[config.mk]
export PLATFORM = sky130hd
export DESIGN_NAME = fetch_stage
export DESIGN_NICKNAME = d
export VERILOG_FILES = /design/src/rtl/fetch_stage.sv
export SDC_FILE = /design/constraint.sdc
export NUM_CORES = 1
export LEC_CHECK = 0
export ABC_AREA = 1
export CAP_MARGIN = 15
export CORE_MARGIN = 5
export CORE_UTILIZATION = 35
export CTS_BUF_LIST = sky130_fd_sc_hd__clkbuf_8
export DETAILED_ROUTE_END_ITERATION = 8
export GPL_ROUTABILITY_DRIVEN = 0
export SYNTH_ARGS = -nofsm -noshare
export SYNTH_HDL_FRONTEND = slang
export SYNTH_SLANG_ARGS = --single-unit
[constraint.sdc]
create_clock -name clk -period 5.6 [get_ports clk]
set_input_delay 1.4 -clock clk [delete_from_list [all_inputs] [get_ports clk]]
set_output_delay 1.4 -clock clk [all_outputs]
set_load 0.03 [all_outputs]
[src/rtl/fetch_stage.sv]
// -----------------------------------------------------------------------------
// fetch_stage
//   Instruction-fetch stage of the RV32 pipeline. It holds the program counter
//   and issues word requests to instruction memory. In-order responses are
//   buffered in a 2-entry queue. One instruction per cycle is presented to
//   decode together with its PC. The canonical NOP is driven whenever no real
//   instruction is available.
//
//   Handshakes:
//     imem_req/imem_ready : a request transfers on a cycle where both are 1.
//                           imem_addr is stable while imem_req is high.
//     imem_rvalid         : one in-order response per cycle. There is no
//                           backpressure on it. The credit rule below ensures
//                           that a queue slot always exists for it.
//     fetch_valid/stall   : the head instruction is consumed on a cycle where
//                           fetch_valid=1 and stall=0.
//
//   Ports:
//     clk, rst               clock, synchronous active-high reset
//     stall                  decode cannot accept; hold the queue head
//     redirect_en/_pc        restart fetch at redirect_pc (word aligned)
//     imem_req/_addr/_ready  request channel to instruction memory
//     imem_rvalid/_rdata     response channel from instruction memory
//     ins_fetch_out          instruction to decode (NOP when not valid)
//     pc_fetch_out           PC of ins_fetch_out
//     fetch_valid            ins_fetch_out is a real instruction
// -----------------------------------------------------------------------------
module fetch_stage #(
    parameter logic [31:0] RESET_PC = 32'h0000_0000,
    parameter logic [31:0] NOP      = 32'h0000_0013
) (
    input  logic        clk,
    input  logic        rst,
    input  logic        stall,
    input  logic        redirect_en,
    input  logic [31:0] redirect_pc,
    output logic        imem_req,
    output logic [31:0] imem_addr,
    input  logic        imem_ready,
    input  logic        imem_rvalid,
    input  logic [31:0] imem_rdata,
    output logic [31:0] ins_fetch_out,
    output logic [31:0] pc_fetch_out,
    output logic        fetch_valid
);

    logic [31:0] pc_q, pc_d;
    logic [31:0] resp_pc_q, resp_pc_d;
    logic [1:0]  count_q, count_d;
    logic [1:0]  out_q, out_d;
    logic [1:0]  kill_q, kill_d;
    logic        rd_ptr_q, rd_ptr_d;
    logic        wr_ptr_q, wr_ptr_d;

    logic [31:0] q_pc_q  [2];
    logic [31:0] q_ins_q [2];

    logic [31:0] target;
    logic        pop;
    logic        accept;
    logic        rsp;
    logic        push;
    logic [2:0]  credit_used;
    logic [2:0]  credit_lim;

    assign target = {redirect_pc[31:2], 2'b00};

    assign fetch_valid = !rst && !redirect_en && (count_q != 2'd0);
    assign pop         = fetch_valid && !stall;

    // Queue slots plus in-flight requests never exceed 2. A slot freed by a
    // pop this cycle may already be spent on a new request.
    assign credit_used = {1'b0, count_q} + {1'b0, out_q};
    assign credit_lim  = 3'd2 + {2'b00, pop};
    assign imem_req    = !rst && !redirect_en && (credit_used < credit_lim);
    assign accept      = imem_req && imem_ready;

    // A response with nothing outstanding is stale (e.g. after a reset).
    assign rsp  = imem_rvalid && (out_q != 2'd0);
    assign push = !rst && !redirect_en && rsp && (kill_q == 2'd0);

    assign imem_addr     = rst ? RESET_PC : pc_q;
    assign ins_fetch_out = fetch_valid ? q_ins_q[rd_ptr_q] : NOP;
    assign pc_fetch_out  = fetch_valid ? q_pc_q[rd_ptr_q]
                                       : (rst ? RESET_PC : resp_pc_q);

    always_comb begin
        pc_d      = pc_q;
        resp_pc_d = resp_pc_q;
        count_d   = count_q;
        out_d     = out_q;
        kill_d    = kill_q;
        rd_ptr_d  = rd_ptr_q;
        wr_ptr_d  = wr_ptr_q;

        if (redirect_en) begin
            // No request goes out this cycle, so only a response can change
            // the in-flight count. Everything still in flight must be killed.
            pc_d      = target;
            resp_pc_d = target;
            count_d   = 2'd0;
            rd_ptr_d  = 1'b0;
            wr_ptr_d  = 1'b0;
            out_d     = out_q - {1'b0, rsp};
            kill_d    = out_q - {1'b0, rsp};
        end else begin
            if (accept) begin
                pc_d = pc_q + 32'd4;
            end
            out_d = out_q + {1'b0, accept} - {1'b0, rsp};
            if (rsp && (kill_q != 2'd0)) begin
                kill_d = kill_q - 2'd1;
            end
            if (push) begin
                resp_pc_d = resp_pc_q + 32'd4;
                wr_ptr_d  = ~wr_ptr_q;
            end
            if (pop) begin
                rd_ptr_d = ~rd_ptr_q;
            end
            count_d = count_q + {1'b0, push} - {1'b0, pop};
        end
    end

    always_ff @(posedge clk) begin
        if (rst) begin
            pc_q      <= RESET_PC;
            resp_pc_q <= RESET_PC;
            count_q   <= 2'd0;
            out_q     <= 2'd0;
            kill_q    <= 2'd0;
            rd_ptr_q  <= 1'b0;
            wr_ptr_q  <= 1'b0;
        end else begin
            pc_q      <= pc_d;
            resp_pc_q <= resp_pc_d;
            count_q   <= count_d;
            out_q     <= out_d;
            kill_q    <= kill_d;
            rd_ptr_q  <= rd_ptr_d;
            wr_ptr_q  <= wr_ptr_d;
        end
    end

    // Queue storage carries no control meaning, so it is not reset.
    always_ff @(posedge clk) begin
        if (push) begin
            q_pc_q[wr_ptr_q]  <= resp_pc_q;
            q_ins_q[wr_ptr_q] <= imem_rdata;
        end
    end

endmodule

==> summary.md, run 1 <==
| Metric | Value |
|---|---|
| Synth Cell Area | 9840 um^2 |
| Pwr Density | 240 nW/um^2 |
| Unrepaired setup endpoints after global routing | false |
| Syn avg cell area | 8.06 um^2 |
| Port Buf Inserts | 161 |
| R2r setup slk | 3120 ps |
| Relative slew margins | 47.6% |
| CTS tree | built |
| Run status | complete, no violations |
| Critical path fanouts, max | 38 |
| Final WS setup | 767 ps |
| First-pass GRT wire length | 43000 um |
| H-tree Lvls | 4 |
| Die area | 31600 um^2 |
| Critical path class | primary input to primary output |
| CP startpoint kind | primary input |
| Clock sink total | 193 |
| Initial DRC Count | 572 |
| DP Worst Slack | 727 ps |
| Synth Register Bits | 193 |
| CP Capture Type | primary output |
| Share of cells above drive strength 1 | 11.1% |
| Predominant post-synthesis flop cell | edfxtp_1 |
| Post-DP HPWL | 19000 um |
| Clock tree buffer depth | 2 |
| Aggregate global-route resource usage | 17.1% |
| CTS root buf | clkbuf_8 |
| Most common cell in the netlist | nand2_1 |
| Setup Viol. Count Final | 0 |
| Synth top area cells | edfxtp_1 38%, dfxtp_1 14%, nand2_1 12%, nor2_1 8.4%, nand3_1 4.6% |
| Max Cap Violations | 0 |
| Fin. max-slew vios | 0 |
| Hold Vio Cnt, Final | 0 |
| Fmax achieved | 207 MHz |
| Syn-to-layout area delta | 26.3% |
| # fillers | 2739 |
| Async S/R FF share, synth | 0% |
| Setup TNS | 0 ps |
| Worst slew pin tran | 783 ps |
| Diodes inserted | 0 |
| Data arrival, critical path | 3430 ps |
| Final Cycle Share | 86.3% |
| Number of flops mapped to enable cells by yosys | 124 |
| Clk slew on worst S/H paths | 110 ps |
| Crit path time final | 4830 ps |
| Leading area contributor after synthesis | edfxtp_1 |
| Detailed-route vias per instance | 4.87 |
| Yosys cell types | 40 |
| Share of the synthesized area in the top cell type | 37.8% |
| Worst Skew | 13.7 ps |
| CTS Buf Count | 17 |
| Top-level I/O count | 168 |
| Hold/Removal Path Class | register to register |
| Cts repair resizes | 0 |
| Seq/Total Area, Yosys | 51.9% |
| Core Region | 27800 um^2 |
| Initial Util | 35.4% |
| Die X-Extent | 178 um |
| DR vias | 8549 |
| Initial antenna violation count | 0 |
| Drt drc | 0 |
| DIE HEIGHT | 178 um |
| CTS Hold Buffers Added | 0 |
| Final WL | 27300 um |
| Vias in the first global route | 7888 |
| VDD IR max | 0.138 mV |
| Synth Instances | 1222 |
| Post-CTS setup buffers | 0 |
| Ys Warns | 0 |
| Num rows | 61 |
| LEAKAGE | 4.68 nW |
| Grt ovf | 0 |
| Critical Path RT | 4200 ps |
| Pin count of the biggest net entering global routing | 63 |
| Nets | 1443 |
| Routed WL per cell | 15.6 um |
| Clk Latency, worst-skew pair | 470 ps |
| Post-synth top cells | 305 x nand2_1, 221 x nor2_1, 124 x edfxtp_1 |
| DRT Pass-1 Iters | 5 |
| DRT antenna net count | 0 |
[final timing paths]
check	startpoint	end	depth (start not counted)
hold reg to reg	rd_ptr_q	register	1
hold / removal	rd_ptr_q	register	1
setup reg to reg	count_q[0]	out_q[1]	11
setup / recovery	rst	pc_fetch_out[22]	6
[logic make-up (layout without fill, tap and decap cells)]
family	Yosys count	after routing	synth area share, %
DFF	193	193	51.9
and+or+nand+nor	664	664	28.3
buffers and inverters	148	299	6.52
AOI/OAI and AO/OA	195	195	10.9
xor gates and xnor gates	11	11	0.979
other	1	4	0.0381
adders and majority gates	10	10	1.35
[worst max-delay path, cell delays in order]
cell and delay [ps]:
clkdlybuf4s50_1 430, nor2_2 170, nand2_2 460, buf_4 380, o31ai_1 380, buf_12 180
[per-layer routing]
| metal | share of wire [%] | global-route usage (%) | routed length, um | vias up |
|---|---|---|---|---|
| li1 | - | - | - | 4328 |
| met2 | 43 | 25.6 | 11800 | 256 |
| met4 | 1.3 | 3.67 | 346 | 0 |
| met3 | 7.6 | 3.69 | 2070 | 23 |
| met5 | 0 | 0 | 0 | - |
| met1 | 48 | 25.6 | 13100 | 3942 |
[final cells by class]
class	count	area (um^2)	share of cell area (%)
Clock buffer	17	234	1.88
Clock inverter	15	178	1.43
Inverter	88	338	2.72
Multi-Input combinational cell	884	4120	33.2
Sequential cell	193	5110	41.1
Tap cell	378	473	3.80
Timing Repair Buffer	179	1980	15.9
[report_power, final]
part	switching [mW]	internal, mW	leakage (nW)
clock	0.569	0.385	0.211
sequential	0.0633	1.56	1.70
combinational	0.235	0.175	2.78
total	0.867	2.12	4.68
[stage by stage]
stage               cells  cell area, um^2  utilization [%]  hold WS, ps  power (mW)
CTS                  1754            12400             44.8          505        3.02
floorplan            1225             9860                -          425        1.89
detailed placement   1722            12000             43.3          478        2.07
global route         1754            12400             44.8          524        3.13
global placement     1722            12000             43.3          475        2.06
finish               1754            12400             44.8          502        2.99
[registers in the layout, indices dropped and copies added, names as in the netlist, named ones only]
signal and flops:
q_ins_q 64, q_pc_q 60, pc_q 30, resp_pc_q 30, count_q 2, kill_q 2, out_q 2, rd_ptr_q 1
wr_ptr_q 1
[cells in the final DEF (no fill, tap or decap), types with 28 or more instances in the layout]
cell	instances
dfxtp_1	68
o21ai_0	41
nor2_1	219
o31ai_1	30
o21ai_1	28
a21oi_1	82
buf_4	50
inv_1	81
edfxtp_1	124
buf_12	32
nand3_1	91
nand2_1	305
clkdlybuf4s50_1	96
Power figures use the tool's default switching activity.
==> run 2, diff against run 1 <==
- CORE_UTILIZATION: 35 -> 25
==> run 2 against run 1 <==
Net effect:
- register-to-register slack barely moved
- worst hold slack better by 6.3 ps
- clock power shrank 0.4%
- via count rose by 2.6%
- sequential share of layout area decreased by 0.51 points
- core utilization fell by 12 points
- combinational power increased by 2%
- flip-flop and latch count unchanged
- wire length rose by 7.5%
- fmax rose by 2.9%
- clock skew is 1.7 ps higher
- non-clock buffer count shrank 4
==> summary.md, run 2 (same netlist as run 1, synthesis figures left out) <==
| Metric | Value |
|---|---|
| Critical path class | primary input to primary output |
| Hold EP | rd_ptr_q |
| H-tree Lvls | 4 (unchanged) |
| R2r setup slk | 3110 ps (about the same) |
| DRT Pass-1 Iters | 5 (unchanged) |
| Reg2reg path depth | 11 (unchanged) |
| Port Buf Inserts | 161 (unchanged) |
| Placed cell area | 12200 um^2 (+1.2%) |
| Aggregate global-route resource usage | 13.1% (-4.0 points) |
| Post-DP HPWL | 20500 um (+8.2%) |
| Reg with most FFs | q_ins_q |
| Final WS setup | 902 ps (+135 ps) |
| CP Capture Type | primary output |
| First-pass GRT wire length | 46000 um (+6.8%) |
| Routed WL per cell | 15.5 um (-0.35%) |
| RR Startpoint | count_q[0] |
| Grt ovf | 0 (unchanged) |
| Num rows | 72 (+18%) |
| Max reg flops | 64 (unchanged) |
| Biggest regs | q_ins_q (64), q_pc_q (60) |
| Fin. max-slew vios | 0 (unchanged) |
| Nets | 1439 (-0.28%) |
| Multi-input logic area | 4130 um^2 (+0.12%) |
| Hold/Removal Path Class | register to register |
| Initial Util | 25.4% (-10 points) |
| Vias in the first global route | 8262 (+4.7%) |
| DRT antenna net count | 0 (unchanged) |
| Worst Skew | 15.5 ps (+1.75 ps) |
| Core Region | 38800 um^2 (+40%) |
| CTS root buf | clkbuf_8 |
| Share of cells above drive strength 1 | 10.9% (-0.19 points) |
| Crit path time final | 4700 ps (-135 ps) |
| Post-CTS setup buffers | 0 (unchanged) |
| DIE HEIGHT | 208 um (+17%) |
| CP startpoint kind | primary input |
| Most common cell after layout, fill and taps aside | nand2_1 |
| Fmax achieved | 213 MHz (+2.9%) |
| Unrepaired setup endpoints after global routing | false |
| Setup TNS | 0 ps (unchanged) |
| Drt drc | 0 (unchanged) |
| Detailed-route vias per instance | 4.63 (-4.9%) |
| CP peak stage delay | 480 ps (+20 ps) |
| Commonest non-fill, non-tap cells in the layout | 305 x nand2_1, 219 x nor2_1, 124 x edfxtp_1 |
| Clock sink total | 193 (unchanged) |
| Syn-to-layout area delta | 27.9% |
| Initial DRC Count | 701 (+23%) |
| CP max-delay cell | clkdlybuf4s50_1 |
| Die area | 43400 um^2 (+38%) |
| CTS Buf Count | 17 (unchanged) |
| Pwr Density | 238 nW/um^2 (-1.0%) |
| Crit-path cells | clkdlybuf4s50_1, nor2_2, nand2_4, buf_12, o31ai_1, buf_12 |
| VDD IR max | 0.138 mV (about the same) |
| Most frequent cell on the critical path | buf_12 |
| Worst slew pin tran | 882 ps (+98.7 ps) |
| Max Cap Violations | 0 (unchanged) |
| Reg2reg end | out_q[1] |
| Final WL | 29400 um (+7.5%) |
| Die X-Extent | 208 um (+17%) |
| Critical Path RT | 4200 ps (about the same) |
| Clk Latency, worst-skew pair | 480 ps (about the same) |
| Hold path start | rd_ptr_q |
| # fillers | 4074 (+49%) |
| Tot Pwr | 3.00 mW (+0.25%) |
| Top delay family on crit path | buffers and inverters |
| Hold Vio Cnt, Final | 0 (unchanged) |
| Register area | 5110 um^2 (unchanged) |
| Placed cells | 1858 (+7.9%) |
| Clk slew on worst S/H paths | 110 ps (about the same) |
| Critical path fanouts, max | 53 (+39%) |
| Final Util | 32.4% (-12 points) |
| CTS tree | built |
| Clock tree buffer depth | 2 (unchanged) |
| Relative slew margins | 41.2% (-6.4 points) |
| Final Cycle Share | 83.9% (-2.4 points) |
| DR vias | 8767 (+2.6%) |
| CTS Hold Buffers Added | 0 (unchanged) |
| WHS | 509 ps (+6.32 ps) |
| Final instance area | 12600 um^2 (+1.3%) |
| Non-filler instance count after layout | 1892 (+7.9%) |
| Run status | complete, no violations |
| Pin count of the biggest net entering global routing | 63 (unchanged) |
| Worst Path Buf+Inv | 3 (unchanged) |
| DP Worst Slack | 860 ps (+133 ps) |
| Setup Viol. Count Final | 0 (unchanged) |
| Cts repair resizes | 0 (unchanged) |
| LEAKAGE | 4.67 nW (-0.24%) |
| Top-level I/O count | 168 (unchanged) |
| Min-Delay Path Depth | 1 (unchanged) |
| Data arrival, critical path | 3300 ps (-130 ps) |
| Initial antenna violation count | 2 (+2) |
-- run 2: metal layers --
metal  track usage [%]  up-vias  routed length [um]
li1                  -     4329                   -
met1              19.3     4089               14000
met2              19.9      331               12800
met3              2.97       18                2260
met4              2.67        0                 267
met5                 0        -                   0
-- run 2: final cells by class --
class | count | area share, %
Sequential cell | 193 | 40.6
Multi-Input combinational cell | 884 | 32.8
Timing Repair Buffer | 175 | 15.5
Tap cell | 518 | 5.15
Inverter | 88 | 2.68
Clock buffer | 17 | 1.86
Clock inverter | 15 | 1.43
Antenna cell | 2 | 0.0397
-- run 2: power breakdown --
group	internal (mW)	leakage, nW	switching, mW
Sequential	1.56	1.70	0.0657
Clock	0.345	0.203	0.604
Combinational	0.177	2.77	0.242
-- run 2: how the worst max path moves through the flow --
stage / startpoint / to / slack [ps] / depth (start not counted)
after global routing: rst / pc_fetch_out[14] / 780 / 6
after CTS: rst / pc_fetch_out[22] / 850 / 6
after global placement: rst / pc_fetch_out[20] / 940 / 7
final: rst / pc_fetch_out[22] / 900 / 6
after floorplan: redirect_en / q_ins_q[1][0] / 620 / 6
after detailed placement: rst / pc_fetch_out[22] / 860 / 6
==> run 3, diff against run 2 <==
- clock period: 5.6 -> 4.1 ns (I/O delays scaled with it)
==> run 3 against run 2 <==
Net effect:
- non-clock buffer count rose by 10
- highest routed layer unchanged
- worst hold slack lost 1.5 ps
- critical path depth did not move
- via count down 0.51%
- final cell count rose by 0.48%
- flip-flop and latch count did not move
- count of clock-buffer cells in the layout stayed put
- sequential share of layout area is 0.73 points lower
- setup slack worse by 690 ps
- final area is 1.8% higher
- sequential power rose by 37%
- first-iteration DRC count shrank 3.7%
==> summary.md, run 3 (same netlist as run 1, synthesis figures left out) <==
| Metric | Value |
|---|---|
| Top delay family on crit path | buffers and inverters |
| Reg with most FFs | q_ins_q |
| Clk slew on worst S/H paths | 110 ps (about the same) |
| Grt ovf | 0 (unchanged) |
| Nets | 1449 (+0.69%) |
| Data arrival, critical path | 2870 ps (-430 ps) |
| Fin. max-slew vios | 0 (unchanged) |
| Die area | 43400 um^2 (unchanged) |
| Top-level I/O count | 168 (unchanged) |
| Hold Vio Cnt, Final | 0 (unchanged) |
| CP Capture Type | primary output |
| CTS Buf Count | 17 (unchanged) |
| Vias in the first global route | 8092 (-2.1%) |
| Initial antenna violation count | 1 (-1) |
| Most common cell after layout, fill and taps aside | nand2_1 |
| Num rows | 72 (unchanged) |
| Critical path fanouts, max | 21 (-60%) |
| H-tree Lvls | 4 (unchanged) |
| Setup TNS | 0 ps (unchanged) |
| Run status | complete, no violations |
| First-pass GRT wire length | 45600 um (-0.78%) |
| VDD IR max | 0.192 mV (+39%) |
| DRT Pass-1 Iters | 5 (unchanged) |
| R2r setup slk | 1610 ps (-1500 ps) |
| Clock sink total | 193 (unchanged) |
| Cts repair resizes | 0 (unchanged) |
| Aggregate global-route resource usage | 13.1% (-0.043 points) |
| Clk Latency, worst-skew pair | 480 ps (about the same) |
| LEAKAGE | 4.83 nW (+3.4%) |
| Post-CTS setup buffers | 0 (unchanged) |
| Crit-path cells | clkdlybuf4s50_1, nor2_2, nand2_4, buf_4, o31ai_1, buf_12 |
| Pwr Density | 316 nW/um^2 (+33%) |
| CTS tree | built |
| CTS Hold Buffers Added | 0 (unchanged) |
| Final Util | 33.0% (+0.60 points) |
| Worst Skew | 14.2 ps (-1.24 ps) |
| CP peak stage delay | 510 ps (+30 ps) |
| Commonest non-fill, non-tap cells in the layout | 305 x nand2_1, 219 x nor2_1, 124 x edfxtp_1 |
| Critical path class | primary input to primary output |
| CP max-delay cell | clkdlybuf4s50_1 |
| Final instance area | 12800 um^2 (+1.8%) |
| Max Cap Violations | 0 (unchanged) |
| Final WL | 29000 um (-1.2%) |
| Placed cell area | 12400 um^2 (+2.2%) |
| Routed WL per cell | 15.3 um (-1.7%) |
| CTS root buf | clkbuf_8 |
| Final Cycle Share | 94.9% |
| DR vias | 8722 (-0.51%) |
| WHS | 507 ps (-1.51 ps) |
| Unrepaired setup endpoints after global routing | false |
| Clock tree buffer depth | 2 (unchanged) |
| DIE HEIGHT | 208 um (unchanged) |
| Crit path time final | 3890 ps |
| Worst Path Buf+Inv | 3 (unchanged) |
| Worst slew pin tran | 730 ps (-151 ps) |
| Share of cells above drive strength 1 | 13.7% (+2.7 points) |
| CP startpoint kind | primary input |
| Initial Util | 25.4% (unchanged) |
| Hold/Removal Path Class | register to register |
| Core Region | 38800 um^2 (unchanged) |
| Detailed-route vias per instance | 4.59 (-0.98%) |
| Biggest regs | q_ins_q (64), q_pc_q (60) |
| Critical Path RT | 3070 ps (-1130 ps) |
| Relative slew margins | 51.3% (+10 points) |
| Fmax achieved | 257 MHz |
| Post-DP HPWL | 20800 um (+1.1%) |
| Die X-Extent | 208 um (unchanged) |
| Syn-to-layout area delta | 30.3% |
| Max reg flops | 64 (unchanged) |
| DRT antenna net count | 0 (unchanged) |
| Setup Viol. Count Final | 0 (unchanged) |
| Initial DRC Count | 675 (-3.7%) |
| Drt drc | 0 (unchanged) |
| Pin count of the biggest net entering global routing | 63 (unchanged) |
| Port Buf Inserts | 161 (unchanged) |
-- run 3: cell types whose count changed in the layout (fill, tap and decap cells not counted), sizes merged --
cell / delta
inv: +2
clkinvlp: -1
clkdlybuf4s50: -30
clkinv: -1
buf: +40
diode: -1
-- run 3: cell type report --
class	count	area, um^2
fill	4026	26000
sequential	193	5110
multi-input combinational	884	4130
timing repair buffer	185	2210
tap	518	648
inverter	88	338
clock buffer	17	234
clock inverter	15	151
antenna	1	2.50
-- run 3: metal layers --
layer / GRT usage, % / part of all wire (%) / up-vias / routed length, um
met5: 0 / 0 / - / 0
met3: 2.65 / 5.4 / 19 / 1560
li1: - / - / 4340 / -
met4: 2.88 / 1.0 / 0 / 293
met1: 19.5 / 50 / 4095 / 14600
met2: 19.7 / 43 / 268 / 12600
-- run 3: final timing paths --
| path | depth (start not counted) | start | endpoint |
|---|---|---|---|
| setup reg to reg | 11 | count_q[0] | out_q[1] |
| hold / removal | 1 | rd_ptr_q | register |
| setup / recovery | 6 | rst | pc_fetch_out[9] |
| hold reg to reg | 1 | rd_ptr_q | register |
-- run 3: power by group --
part           switching (mW)  internal, mW
Clock                   0.772         0.459
Combinational           0.334         0.261
Sequential             0.0904          2.14
-- run 3: stage by stage --
| stage | cells | worst slack, ps | total power [mW] |
|---|---|---|---|
| after floorplan | 1225 | 552 | 2.58 |
| after global placement | 1868 | 252 | 2.85 |
| after detailed placement | 1868 | 170 | 2.86 |
| after CTS | 1900 | 175 | 4.10 |
| after global routing | 1901 | 82.8 | 4.26 |
| final | 1901 | 210 | 4.05 |
